===== config.mk =====
export PLATFORM = sky130hd
export DESIGN_NAME = seq_restoring_divider
export DESIGN_NICKNAME = d
export VERILOG_FILES = /design/src/rtl/seq_restoring_divider.sv
export SDC_FILE = /design/constraint.sdc
export NUM_CORES = 1
export LEC_CHECK = 0
export ABC_CLOCK_PERIOD_IN_PS = 4890
export CAP_MARGIN = 20
export CORE_MARGIN = 4
export CORE_UTILIZATION = 50
export CTS_BUF_LIST = sky130_fd_sc_hd__clkbuf_4
export CTS_CLUSTER_SIZE = 8
export DETAILED_ROUTE_END_ITERATION = 8
export PLACE_DENSITY = 0.76
export SYNTH_ARGS = -nofsm -noshare
export SYNTH_HDL_FRONTEND = slang
export SYNTH_SLANG_ARGS = --single-unit

===== constraint.sdc =====
create_clock -name clk -period 4.89 [get_ports clk]
set_input_delay 0.7335 -clock clk [delete_from_list [all_inputs] [get_ports clk]]
set_output_delay 0.7335 -clock clk [all_outputs]
set_load 0.005 [all_outputs]

===== src/rtl/seq_restoring_divider.sv =====
// seq_restoring_divider: multi-cycle unsigned restoring divider, one quotient bit per clock.
// Results and flags are registered; start is honoured only in IDLE.
module seq_restoring_divider #(
   parameter int WIDTH = 4
) (
   input  logic             clk,
   input  logic             rst_n,
   input  logic             start,
   input  logic [WIDTH-1:0] dividend,
   input  logic [WIDTH-1:0] divisor,
   output logic             busy,
   output logic             done,
   output logic [WIDTH-1:0] quotient,
   output logic [WIDTH-1:0] remainder,
   output logic             div_by_zero
);
   localparam int CW = $clog2(WIDTH);
   // Encoding chosen so busy and done are direct flop outputs.
   typedef enum logic [1:0] {IDLE = 2'b00, RUN = 2'b01, FIN = 2'b10} state_t;
   state_t state, state_nxt;
   logic [WIDTH-1:0] q, d, q_nxt;
   logic [WIDTH:0] r, t, r_nxt;
   logic [CW-1:0] cnt;
   logic accept, last;
   always_comb begin
      t      = {r[WIDTH-1:0], q[WIDTH-1]} - {1'b0, d};
      q_nxt  = {q[WIDTH-2:0], ~t[WIDTH]};
      r_nxt  = t[WIDTH] ? {r[WIDTH-1:0], q[WIDTH-1]} : t;
      accept = (state == IDLE) && start;
      last   = (state == RUN) && (cnt == '0);
   end
   always_ff @(posedge clk or negedge rst_n)
      if (!rst_n) state <= IDLE;
      else        state <= state_nxt;
   always_comb
      state_nxt = (state == IDLE) ? (start ? ((divisor == '0) ? FIN : RUN) : IDLE) :
                  (state == RUN)  ? ((cnt == '0) ? FIN : RUN) : IDLE;
   always_comb begin
      busy = state[0];
      done = state[1];
   end
   always_ff @(posedge clk or negedge rst_n)
      if (!rst_n) begin
         q   <= '0;
         d   <= '0;
         r   <= '0;
         cnt <= '0;
      end else if (accept) begin
         q   <= dividend;
         d   <= divisor;
         r   <= '0;
         cnt <= CW'(WIDTH - 1);
      end else if (state == RUN) begin
         q   <= q_nxt;
         r   <= r_nxt;
         cnt <= cnt - 1'b1;
      end
   // Results load on the edge entering FIN, from the final iteration's values.
   always_ff @(posedge clk or negedge rst_n)
      if (!rst_n) begin
         quotient    <= '0;
         remainder   <= '0;
         div_by_zero <= 1'b0;
      end else if (accept && divisor == '0) begin
         quotient    <= '1;
         remainder   <= dividend;
         div_by_zero <= 1'b1;
      end else if (last) begin
         quotient    <= q_nxt;
         remainder   <= r_nxt[WIDTH-1:0];
         div_by_zero <= 1'b0;
      end
endmodule

==> results.py, run 1 <==
metrics = {
    "status": {
        "status": "complete, no violations",
    },
    "routing": {
        "drc": 0,
        "wl_per_cell_um": 16.7,
        "vias_per_cell": 5.72,
        "totalWireLength_um": 2780,
        "vias": 950,
        "drtIter0Drc": 29,
        "ant_nets": 0,
        "drt_first_pass_iters": 4,
    },
    "floorplanning": {
        "rows": 17,
        "die_h_um": 58.1,
        "chipWidth_um": 58.1,
        "io_pins": 22,
        "start_util_pct": 54.6,
        "fp.dieArea_um2": 3370,
        "coreArea_um2": 2300,
    },
    "pwr": {
        "finalPower_mw": 1.08,
        "power.leakage_nw": 0.680,
        "peakVddDrop_uv": 451,
        "power_density_nw_per_um2": 709,
    },
    "grt": {
        "grt_start_max_net_pins": 26,
        "track_usage_pct": 18.1,
        "antenna_found_initial": 0,
        "overflow": 0,
        "grt_pass1_wl_um": 4670,
        "grt_pass1_vias": 1017,
    },
    "synth": {
        "synth.largest_area_cell": "dfrtp_1",
        "yosysUniqueCellTypes": 32,
        "synth_top_area_share_pct": 49.9,
        "synth_ff_type": "dfrtp_1",
        "synth.avg_cell_area_um2": 10.9,
        "synthesis.nets": 132,
        "yosysWarnings": 0,
        "netlist_instances": 115,
        "synthArstFlopShare_pct": 100,
        "ys_seq_area_share_pct": 49.9,
        "yosys-top-cells-area": "dfrtp_1 (50%), ha_1 (5.0%), a22oi_1 (4.8%)",
        "ys_seq_elements": 25,
        "synthesis.area_um2": 1250,
        "synth_edf_count": 0,
    },
    "hold_path": {
        "hp-class": "reg -> reg",
    },
    "run": {
        "maxCapViolCount": 0,
    },
    "sta": {
        "tightestPinTransition_ns": 0.738,
        "finalSetupViolations": 0,
        "clock_skew_ns": 0.00472,
        "hold_viol": 0,
        "max_slew_margin_pct": 50.7,
        "whs_ns": 0.500,
        "final.setup.worst_slack_ns": 2.57,
        "grt_setup_unrepaired": "no",
        "min_period_ns": 2.32,
        "fmax_mhz": 432,
        "setup_tns_ns": 0,
        "finalCritPeriodShare_pct": 47.4,
        "finalMaxSlewViolations": 0,
    },
    "clocking": {
        "cts_made_buffers": 3,
        "cts_hold_buf": 0,
        "cts-root-buf": "clkbuf_4",
        "clock_latency_ns": 0.32,
        "clk_path_buf_depth": 2,
        "clk_pin_slew_ns": 0.13,
        "post_cts_resize_count": 0,
        "postCtsSetupBuffers": 0,
        "clkSinkCount": 25,
        "cts_tree": "done",
        "htree_levels": 1,
    },
    "worst_setup_path": {
        "crit_required_ns": 5.14,
        "path_max_fanout": 6,
        "crit_path_end_kind": "flip-flop",
        "crit_arrival_ns": 2.57,
        "start_kind": "flip-flop",
        "critPathKind": "reg -> reg",
    },
    "final_layout": {
        "final_nets": 156,
        "final_cells": 166,
        "antennaDiodeCount": 0,
        "syn_to_final_growth_pct": 22.1,
        "fillCellCount": 179,
        "drive_above_1_share_pct": 10.9,
    },
    "placement": {
        "dp_cells": 161,
        "place_ws_ns": 2.43,
        "hpwl_um": 2120,
        "port_buffers": 21,
        "place.gp.congestion": 0.799,
    },
}
==> area by class of cell <==
class | instances | area [um2] | share of cell area (%)
sequential | 25 | 626 | 40.9
multi-input combinational | 76 | 558 | 36.5
timing repair buffer | 22 | 238 | 15.5
inverter | 11 | 43.8 | 2.86
tap | 28 | 35.0 | 2.29
clock buffer | 4 | 30.0 | 1.96
==> sequential cells by signal, indices dropped and copies added (netlist names) <==
signal and cells:
quotient 4, remainder 4, d 4, r 4, cnt 2, q 4, div_by_zero 1, state 2
==> cell usage in the layout (no fill, tap or decap), types with 2 or more instances in the layout <==
master	n
a21oi_1	2
a22oi_1	8
clkbuf_4	4
clkdlybuf4s50_1	21
dfrtp_1	25
ha_1	5
inv_1	10
mux2_4	2
mux2i_1	2
nand2_1	16
nand2b_1	2
nor2_1	5
o21ai_0	7
o21ai_1	8
o22a_1	3
==> where the power goes <==
part	switching, mW	leakage (nW)	total, mW	internal, mW
Clock	0.0594	0.0184	0.0968	0.0375
Combinational	0.297	0.355	0.604	0.307
Sequential	0.0789	0.306	0.384	0.305
Total	0.436	0.680	1.08	0.649
==> final timing paths <==
check	from	depth (start not counted)	slack, ns	end
worst max-delay path	q[3]$_DFFE_PN0P_	8	2.57	remainder[1]$_DFFE_PN0P_
worst min-delay path	div_by_zero$_DFFE_PN0P_	2	0.50	div_by_zero$_DFFE_PN0P_
worst max register to register	q[3]$_DFFE_PN0P_	8	2.57	remainder[1]$_DFFE_PN0P_
worst min register to register	div_by_zero$_DFFE_PN0P_	2	0.50	div_by_zero$_DFFE_PN0P_
max in group asynchronous	rst_n	2	3.84	remainder[1]$_DFFE_PN0P_
min in group asynchronous	rst_n	1	0.65	d[2]$_DFFE_PN0P_
==> cells in the mapped netlist, types with 2 or more instances <==
cell type,instances
a21oi_1,2
a22oi_1,8
buf_4,2
dfrtp_1,25
ha_1,5
inv_1,10
mux2_4,2
mux2i_1,2
nand2_1,16
nand2b_1,2
nor2_1,5
o21ai_0,7
o21ai_1,8
o22a_1,3
==> worst max-delay path, cell delays in order (launching register included) <==
cell and delay [ns]:
dfrtp_1 0.38, inv_1 0.06, ha_1 0.22, fa_1 0.40
nand2b_1 0.17, a21oi_2 0.24, xor2_4 0.31, mux2_4 0.35
o21ai_1 0.12
==> routing by layer <==
layer,part of all wire (%),up-vias,global-route usage (%),routed length [um]
li1,-,445,-,-
met1,45,471,24.2,1250
met2,49,29,29.2,1350
met3,5.0,5,2.67,138
met4,1.4,0,7.95,40
met5,0,-,0,0
==> cells by family after synthesis <==
| group | count (synthesis) | share of synthesized area, % |
|---|---|---|
| AO/OA/AOI/OAI | 34 | 18.5 |
| AND/OR/NAND/NOR | 28 | 11.0 |
| flip-flops | 25 | 49.9 |
| buffers and inverters | 14 | 5.59 |
| adder cells (fa/ha/maj) | 6 | 6.59 |
| multiplexers | 5 | 4.89 |
| XOR/XNOR | 3 | 3.59 |
==> stage by stage <==
stage / utilization [%] / area [um2]
after floorplan: - / 1250
after global placement: 64.1 / 1470
after detailed placement: 64.1 / 1470
after CTS: 65.4 / 1500
after global routing: 66.6 / 1530
final: 66.6 / 1530
(Power assumes the default switching activity.)
==> run 2, diff against run 1 <==
--- a/config.mk
+++ b/config.mk
@@ -5,7 +5,7 @@
 export SDC_FILE = /design/constraint.sdc
 export NUM_CORES = 1
 export LEC_CHECK = 0
-export ABC_CLOCK_PERIOD_IN_PS = 4890
+export ABC_CLOCK_PERIOD_IN_PS = 2400
 export CAP_MARGIN = 20
 export CORE_MARGIN = 4
 export CORE_UTILIZATION = 50
==> constraint.sdc (replaced) <==
create_clock -name clk -period 2.4 [get_ports clk]
set_input_delay 0.36 -clock clk [delete_from_list [all_inputs] [get_ports clk]]
set_output_delay 0.36 -clock clk [all_outputs]
set_load 0.005 [all_outputs]
==> run 2 against run 1 <==
  * Setup slack worse by 2.4 ns
  * Clock skew down 0.0020 ns
  * Maximum frequency up 2.2%
  * Highest routed layer unchanged
  * Cell count up 0.60%
  * Worst hold slack worse by 0.11 ns
  * Non-clock buffer count up 1
==> results.py, run 2 (same netlist as run 1, synthesis figures left out) <==
metrics = {
    "sta": {
        "tightestPinTransition_ns": 0.699,
        "finalMaxSlewViolations": 0,
        "setup_tns_ns": 0,
        "min_period_ns": 2.27,
        "grt_setup_unrepaired": "no",
        "finalCritPeriodShare_pct": 94.4,
        "finalSetupViolations": 0,
        "final.setup.worst_slack_ns": 0.133,
        "max_slew_margin_pct": 53.3,
        "clock_skew_ns": 0.00268,
        "fmax_mhz": 441,
        "hold_viol": 0,
    },
    "floorplanning": {
        "fp.dieArea_um2": 3370,
        "io_pins": 22,
        "die_h_um": 58.1,
        "rows": 17,
        "start_util_pct": 54.6,
        "chipWidth_um": 58.1,
        "coreArea_um2": 2300,
    },
    "worst_setup_path": {
        "max_stage_delay_ns": 0.40,
        "crit_family": "adder cells",
        "crit_arrival_ns": 2.51,
        "r2r_cells": 8,
        "cp_slowest_cell": "fa_1",
        "path_depth": 8,
        "rr_startpoint": "q[3]$_DFFE_PN0P_",
        "path_cells": "inv_1 > ha_1 > fa_1 > nand2b_1 > a21oi_4 > xor2_4 > mux2_4 > o21ai_1",
        "crit_required_ns": 2.65,
        "path_max_fanout": 6,
        "critPathKind": "reg -> reg",
        "start_kind": "flip-flop",
        "crit_path_end_kind": "flip-flop",
        "rrSetupSlack_ns": 0.13,
        "timing.rr.end": "remainder[1]$_DFFE_PN0P_",
        "cp_num_buf_inv": 1,
    },
    "final_layout": {
        "antennaDiodeCount": 0,
        "fillCellCount": 184,
        "final_nets": 157,
        "drive_above_1_share_pct": 12.2,
        "layout_commonest_cell": "dfrtp_1",
        "final_cell_mix": "dfrtp_1 (25), clkdlybuf4s50_1 (21), nand2_1 (16)",
        "syn_to_final_growth_pct": 21.8,
    },
    "routing": {
        "wl_per_cell_um": 15.8,
        "vias": 932,
        "drtIter0Drc": 44,
        "totalWireLength_um": 2640,
        "drc": 0,
        "ant_nets": 0,
        "drt_first_pass_iters": 4,
        "vias_per_cell": 5.58,
    },
    "pwr": {
        "peakVddDrop_uv": 866,
        "power_density_nw_per_um2": 1460,
        "power.leakage_nw": 0.676,
        "seqPwrFrac_pct": 35.0,
        "p_switching_mw": 0.892,
        "p_int_mw": 1.33,
        "clockPowerShare_pct": 8.2,
        "pwr-share-comb_pct": 56.8,
        "swShare_pct": 40.1,
    },
    "grt": {
        "overflow": 0,
        "grt_pass1_vias": 922,
        "grt_pass1_wl_um": 4350,
        "track_usage_pct": 17.0,
        "grt_start_max_net_pins": 26,
        "antenna_found_initial": 0,
    },
    "clocking": {
        "clkSinkCount": 25,
        "clock_latency_ns": 0.31,
        "cts_hold_buf": 0,
        "post_cts_resize_count": 0,
        "cts_made_buffers": 3,
        "htree_levels": 1,
        "clk_path_buf_depth": 2,
        "postCtsSetupBuffers": 0,
        "cts-root-buf": "clkbuf_4",
        "clk_pin_slew_ns": 0.13,
        "cts_tree": "done",
    },
    "status": {
        "status": "complete, no violations",
    },
    "placement": {
        "hpwl_um": 2010,
        "port_buffers": 21,
        "place_ws_ns": 0.154,
        "place.gp.congestion": 0.836,
    },
    "hold_path": {
        "hp-class": "in -> async",
    },
    "run": {
        "maxCapViolCount": 0,
    },
}
==> run 2: cell types whose count changed in the layout (fill, tap and decap cells not counted) <==
cell | previous run | this run
a21oi_2 | 1 | 0
a21oi_4 | 1 | 2
buf_16 | 1 | 0
buf_4 | 0 | 2
clkbuf_4 | 4 | 3
clkinv_2 | 0 | 1
mux2i_1 | 2 | 1
mux2i_2 | 0 | 1
==> run 2: power by group through the flow <==
stage / registers [mW] / logic [mW] / clock network, mW
after global routing: 0.808 / 1.39 / 0.210
final: 0.779 / 1.26 / 0.184
after detailed placement: 0.789 / 1.22 / 0
after global placement: 0.778 / 1.17 / 0
after floorplan: 0.738 / 0.874 / 0
after CTS: 0.779 / 1.22 / 0.192
==> run 2: layer usage <==
metal / up-vias / GRT usage [%] / part of all wire [%]
li1: 443 / - / -
met4: 0 / 6.95 / 1.1
met3: 4 / 3.34 / 4.1
met5: - / 0 / 0
met2: 21 / 26.8 / 50
met1: 464 / 22.8 / 44
==> run 2: stage by stage <==
stage,area [um2],std cells,util [%],power (mW),hold WS [ns]
after global placement,1490,163,64.8,1.95,0.462
final,1530,167,66.4,2.23,0.394
after global routing,1530,167,66.4,2.41,0.404
after detailed placement,1490,163,64.8,2.01,0.467
after CTS,1520,167,66.0,2.19,0.396
after floorplan,1250,115,-,1.61,0.0644
==> run 2: cell type report <==
class / instances / area, um2 / area share (%)
sequential: 25 / 626 / 41.0
clock inverter: 1 / 5.00 / 0.328
inverter: 11 / 43.8 / 2.87
multi-input combinational: 76 / 569 / 37.3
clock buffer: 3 / 22.5 / 1.48
tap: 28 / 35.0 / 2.30
timing repair buffer: 23 / 225 / 14.8
==> run 2: how the worst max path moves through the flow <==
stage	slack, ns	end	from
3_3_place_gp	0.24	remainder[1]$_DFFE_PN0P_	q[3]$_DFFE_PN0P_
4_1_cts	0.12	remainder[1]$_DFFE_PN0P_	q[3]$_DFFE_PN0P_
2_1_floorplan	0.32	remainder[0]$_DFFE_PN0P_	q[3]$_DFFE_PN0P_
6_report	0.13	remainder[1]$_DFFE_PN0P_	q[3]$_DFFE_PN0P_
3_5_place_dp	0.15	r[1]$_DFFE_PN0P_	q[3]$_DFFE_PN0P_
5_1_grt	0.002	remainder[1]$_DFFE_PN0P_	q[3]$_DFFE_PN0P_
==> run 3, diff against run 2 <==
--- a/config.mk
+++ b/config.mk
@@ -5,14 +5,16 @@
 export SDC_FILE = /design/constraint.sdc
 export NUM_CORES = 1
 export LEC_CHECK = 0
-export ABC_CLOCK_PERIOD_IN_PS = 2400
+export ABC_CLOCK_PERIOD_IN_PS = 2500
 export CAP_MARGIN = 20
 export CORE_MARGIN = 4
 export CORE_UTILIZATION = 50
 export CTS_BUF_LIST = sky130_fd_sc_hd__clkbuf_4
+export CTS_CLUSTER_DIAMETER = 40
 export CTS_CLUSTER_SIZE = 8
 export DETAILED_ROUTE_END_ITERATION = 8
 export PLACE_DENSITY = 0.76
 export SYNTH_ARGS = -nofsm -noshare
 export SYNTH_HDL_FRONTEND = slang
 export SYNTH_SLANG_ARGS = --single-unit
+export TNS_END_PERCENT = 1
==> constraint.sdc (replaced) <==
create_clock -name clk -period 2.5 [get_ports clk]
set_input_delay 0.375 -clock clk [delete_from_list [all_inputs] [get_ports clk]]
set_output_delay 0.375 -clock clk [all_outputs]
set_load 0.005 [all_outputs]
==> run 3 against run 2 <==
  * Global-route usage increased by 0.40 points
  * Die area unchanged
  * Largest power group unchanged
  * Wire length shrank 3.0%
  * Power shrank 6.0%
  * Maximum frequency decreased by 1.1%
  * Cell count stayed put
  * Non-clock buffer count unchanged
  * Combinational power decreased by 7%
  * Largest cell class unchanged
  * Clock power about the same
  * Count of clock-buffer cells in the layout unchanged
  * Critical path type unchanged
==> results.py, run 3 (same netlist as run 1, synthesis figures left out) <==
metrics = {
    "status": {
        "status": "complete, no violations",
    },
    "worst_setup_path": {
        "crit_arrival_ns": 2.55,
        "path_max_fanout": 6,
        "crit_required_ns": 2.76,
        "start_kind": "flip-flop",
        "critPathKind": "reg -> reg",
        "crit_path_end_kind": "flip-flop",
    },
    "sta": {
        "setup_tns_ns": 0,
        "fmax_mhz": 436,
        "finalMaxSlewViolations": 0,
        "max_slew_margin_pct": 53.3,
        "final.setup.worst_slack_ns": 0.207,
        "grt_setup_unrepaired": "no",
        "finalCritPeriodShare_pct": 91.7,
        "whs_ns": 0.392,
        "tightestPinTransition_ns": 0.699,
        "finalSetupViolations": 0,
        "min_period_ns": 2.29,
        "hold_viol": 0,
        "clock_skew_ns": 0.0125,
    },
    "placement": {
        "port_buffers": 21,
        "hpwl_um": 1970,
        "place.gp.congestion": 0.839,
        "place_ws_ns": 0.223,
    },
    "hold_path": {
        "hp-class": "in -> async",
    },
    "pwr": {
        "power.leakage_nw": 0.672,
        "p_switching_mw": 0.833,
        "pwr-share-comb_pct": 55.7,
        "clockPowerShare_pct": 8.8,
        "peakVddDrop_uv": 832,
        "power_density_nw_per_um2": 1380,
        "p_int_mw": 1.26,
        "swShare_pct": 39.8,
        "seqPwrFrac_pct": 35.5,
    },
    "grt": {
        "antenna_found_initial": 0,
        "grt_pass1_wl_um": 4490,
        "grt_pass1_vias": 988,
        "track_usage_pct": 17.4,
        "grt_start_max_net_pins": 26,
        "overflow": 0,
    },
    "routing": {
        "vias_per_cell": 5.37,
        "totalWireLength_um": 2560,
        "vias": 896,
        "drc": 0,
        "ant_nets": 0,
        "wl_per_cell_um": 15.3,
        "drtIter0Drc": 32,
        "drt_first_pass_iters": 4,
    },
    "final_layout": {
        "final_cell_mix": "dfrtp_1 (25), clkdlybuf4s50_1 (21), nand2_1 (16)",
        "final_nets": 157,
        "syn_to_final_growth_pct": 21.1,
        "antennaDiodeCount": 0,
        "drive_above_1_share_pct": 11.5,
        "layout_commonest_cell": "dfrtp_1",
    },
    "run": {
        "maxCapViolCount": 0,
    },
    "clocking": {
        "post_cts_resize_count": 0,
        "clock_latency_ns": 0.32,
        "postCtsSetupBuffers": 0,
        "clk_path_buf_depth": 2,
        "cts_tree": "done",
        "clk_pin_slew_ns": 0.14,
        "clkSinkCount": 25,
        "cts_hold_buf": 0,
        "cts_made_buffers": 3,
        "cts-root-buf": "clkbuf_4",
        "htree_levels": 1,
    },
    "floorplanning": {
        "rows": 17,
        "chipWidth_um": 58.1,
        "io_pins": 22,
        "fp.dieArea_um2": 3370,
        "die_h_um": 58.1,
        "coreArea_um2": 2300,
        "start_util_pct": 54.6,
    },
}
run 3: cell types whose count changed in the layout (fill, tap and decap cells not counted), sizes merged:
cell / before / now
clkinv: 1 / 0
clkinvlp: 0 / 1
run 3: worst max-delay path: stages (launching register included):
cell	delay (ns)
dfrtp_1	0.37
inv_1	0.06
ha_1	0.22
fa_1	0.40
nand2b_1	0.17
a21oi_2	0.24
xor2_4	0.30
mux2_4	0.34
o21ai_1	0.14
run 3: power by group through the flow:
stage,clock [mW],sequential (mW),combinational (mW)
floorplan,0,0.709,0.839
global route,0.215,0.771,1.30
CTS,0.193,0.743,1.18
detailed placement,0,0.752,1.17
global placement,0,0.748,1.12
finish,0.185,0.743,1.17
run 3: layout make-up:
class / count / area (um2)
clock buffer: 3 / 22.5
clock inverter: 1 / 7.51
fill: 181 / 779
inverter: 11 / 43.8
multi-input combinational: 76 / 558
sequential: 25 / 626
tap: 28 / 35.0
timing repair buffer: 23 / 225
run 3: final timing paths:
path	from	end	slack, ns	cells past startpoint
worst max-delay path	q[3]$_DFFE_PN0P_	remainder[1]$_DFFE_PN0P_	0.21	8
worst min-delay path	rst_n	r[1]$_DFFE_PN0P_	0.39	2
worst max register to register	q[3]$_DFFE_PN0P_	remainder[1]$_DFFE_PN0P_	0.21	8
worst min register to register	div_by_zero$_DFFE_PN0P_	div_by_zero$_DFFE_PN0P_	0.49	2
max in group asynchronous	rst_n	q[3]$_DFFE_PN0P_	1.85	2
min in group clk	div_by_zero$_DFFE_PN0P_	div_by_zero$_DFFE_PN0P_	0.49	2
run 3: routing by layer:
metal  GRT usage [%]  wire length, um  vias up
met2            26.6             1220       23
met3            3.79              140        4
met4            8.94               35        0
met1            23.0             1160      422
met5               0                0        -
li1                -                -      447
run 3: per-stage QoR:
stage	std cells	utilization, %	power (mW)	area [um2]
3_5_place_dp	163	64.8	1.92	1490
3_3_place_gp	163	64.8	1.87	1490
5_1_grt	167	66.1	2.28	1520
2_1_floorplan	115	-	1.55	1250
6_report	167	66.1	2.09	1520
4_1_cts	167	66.1	2.11	1520
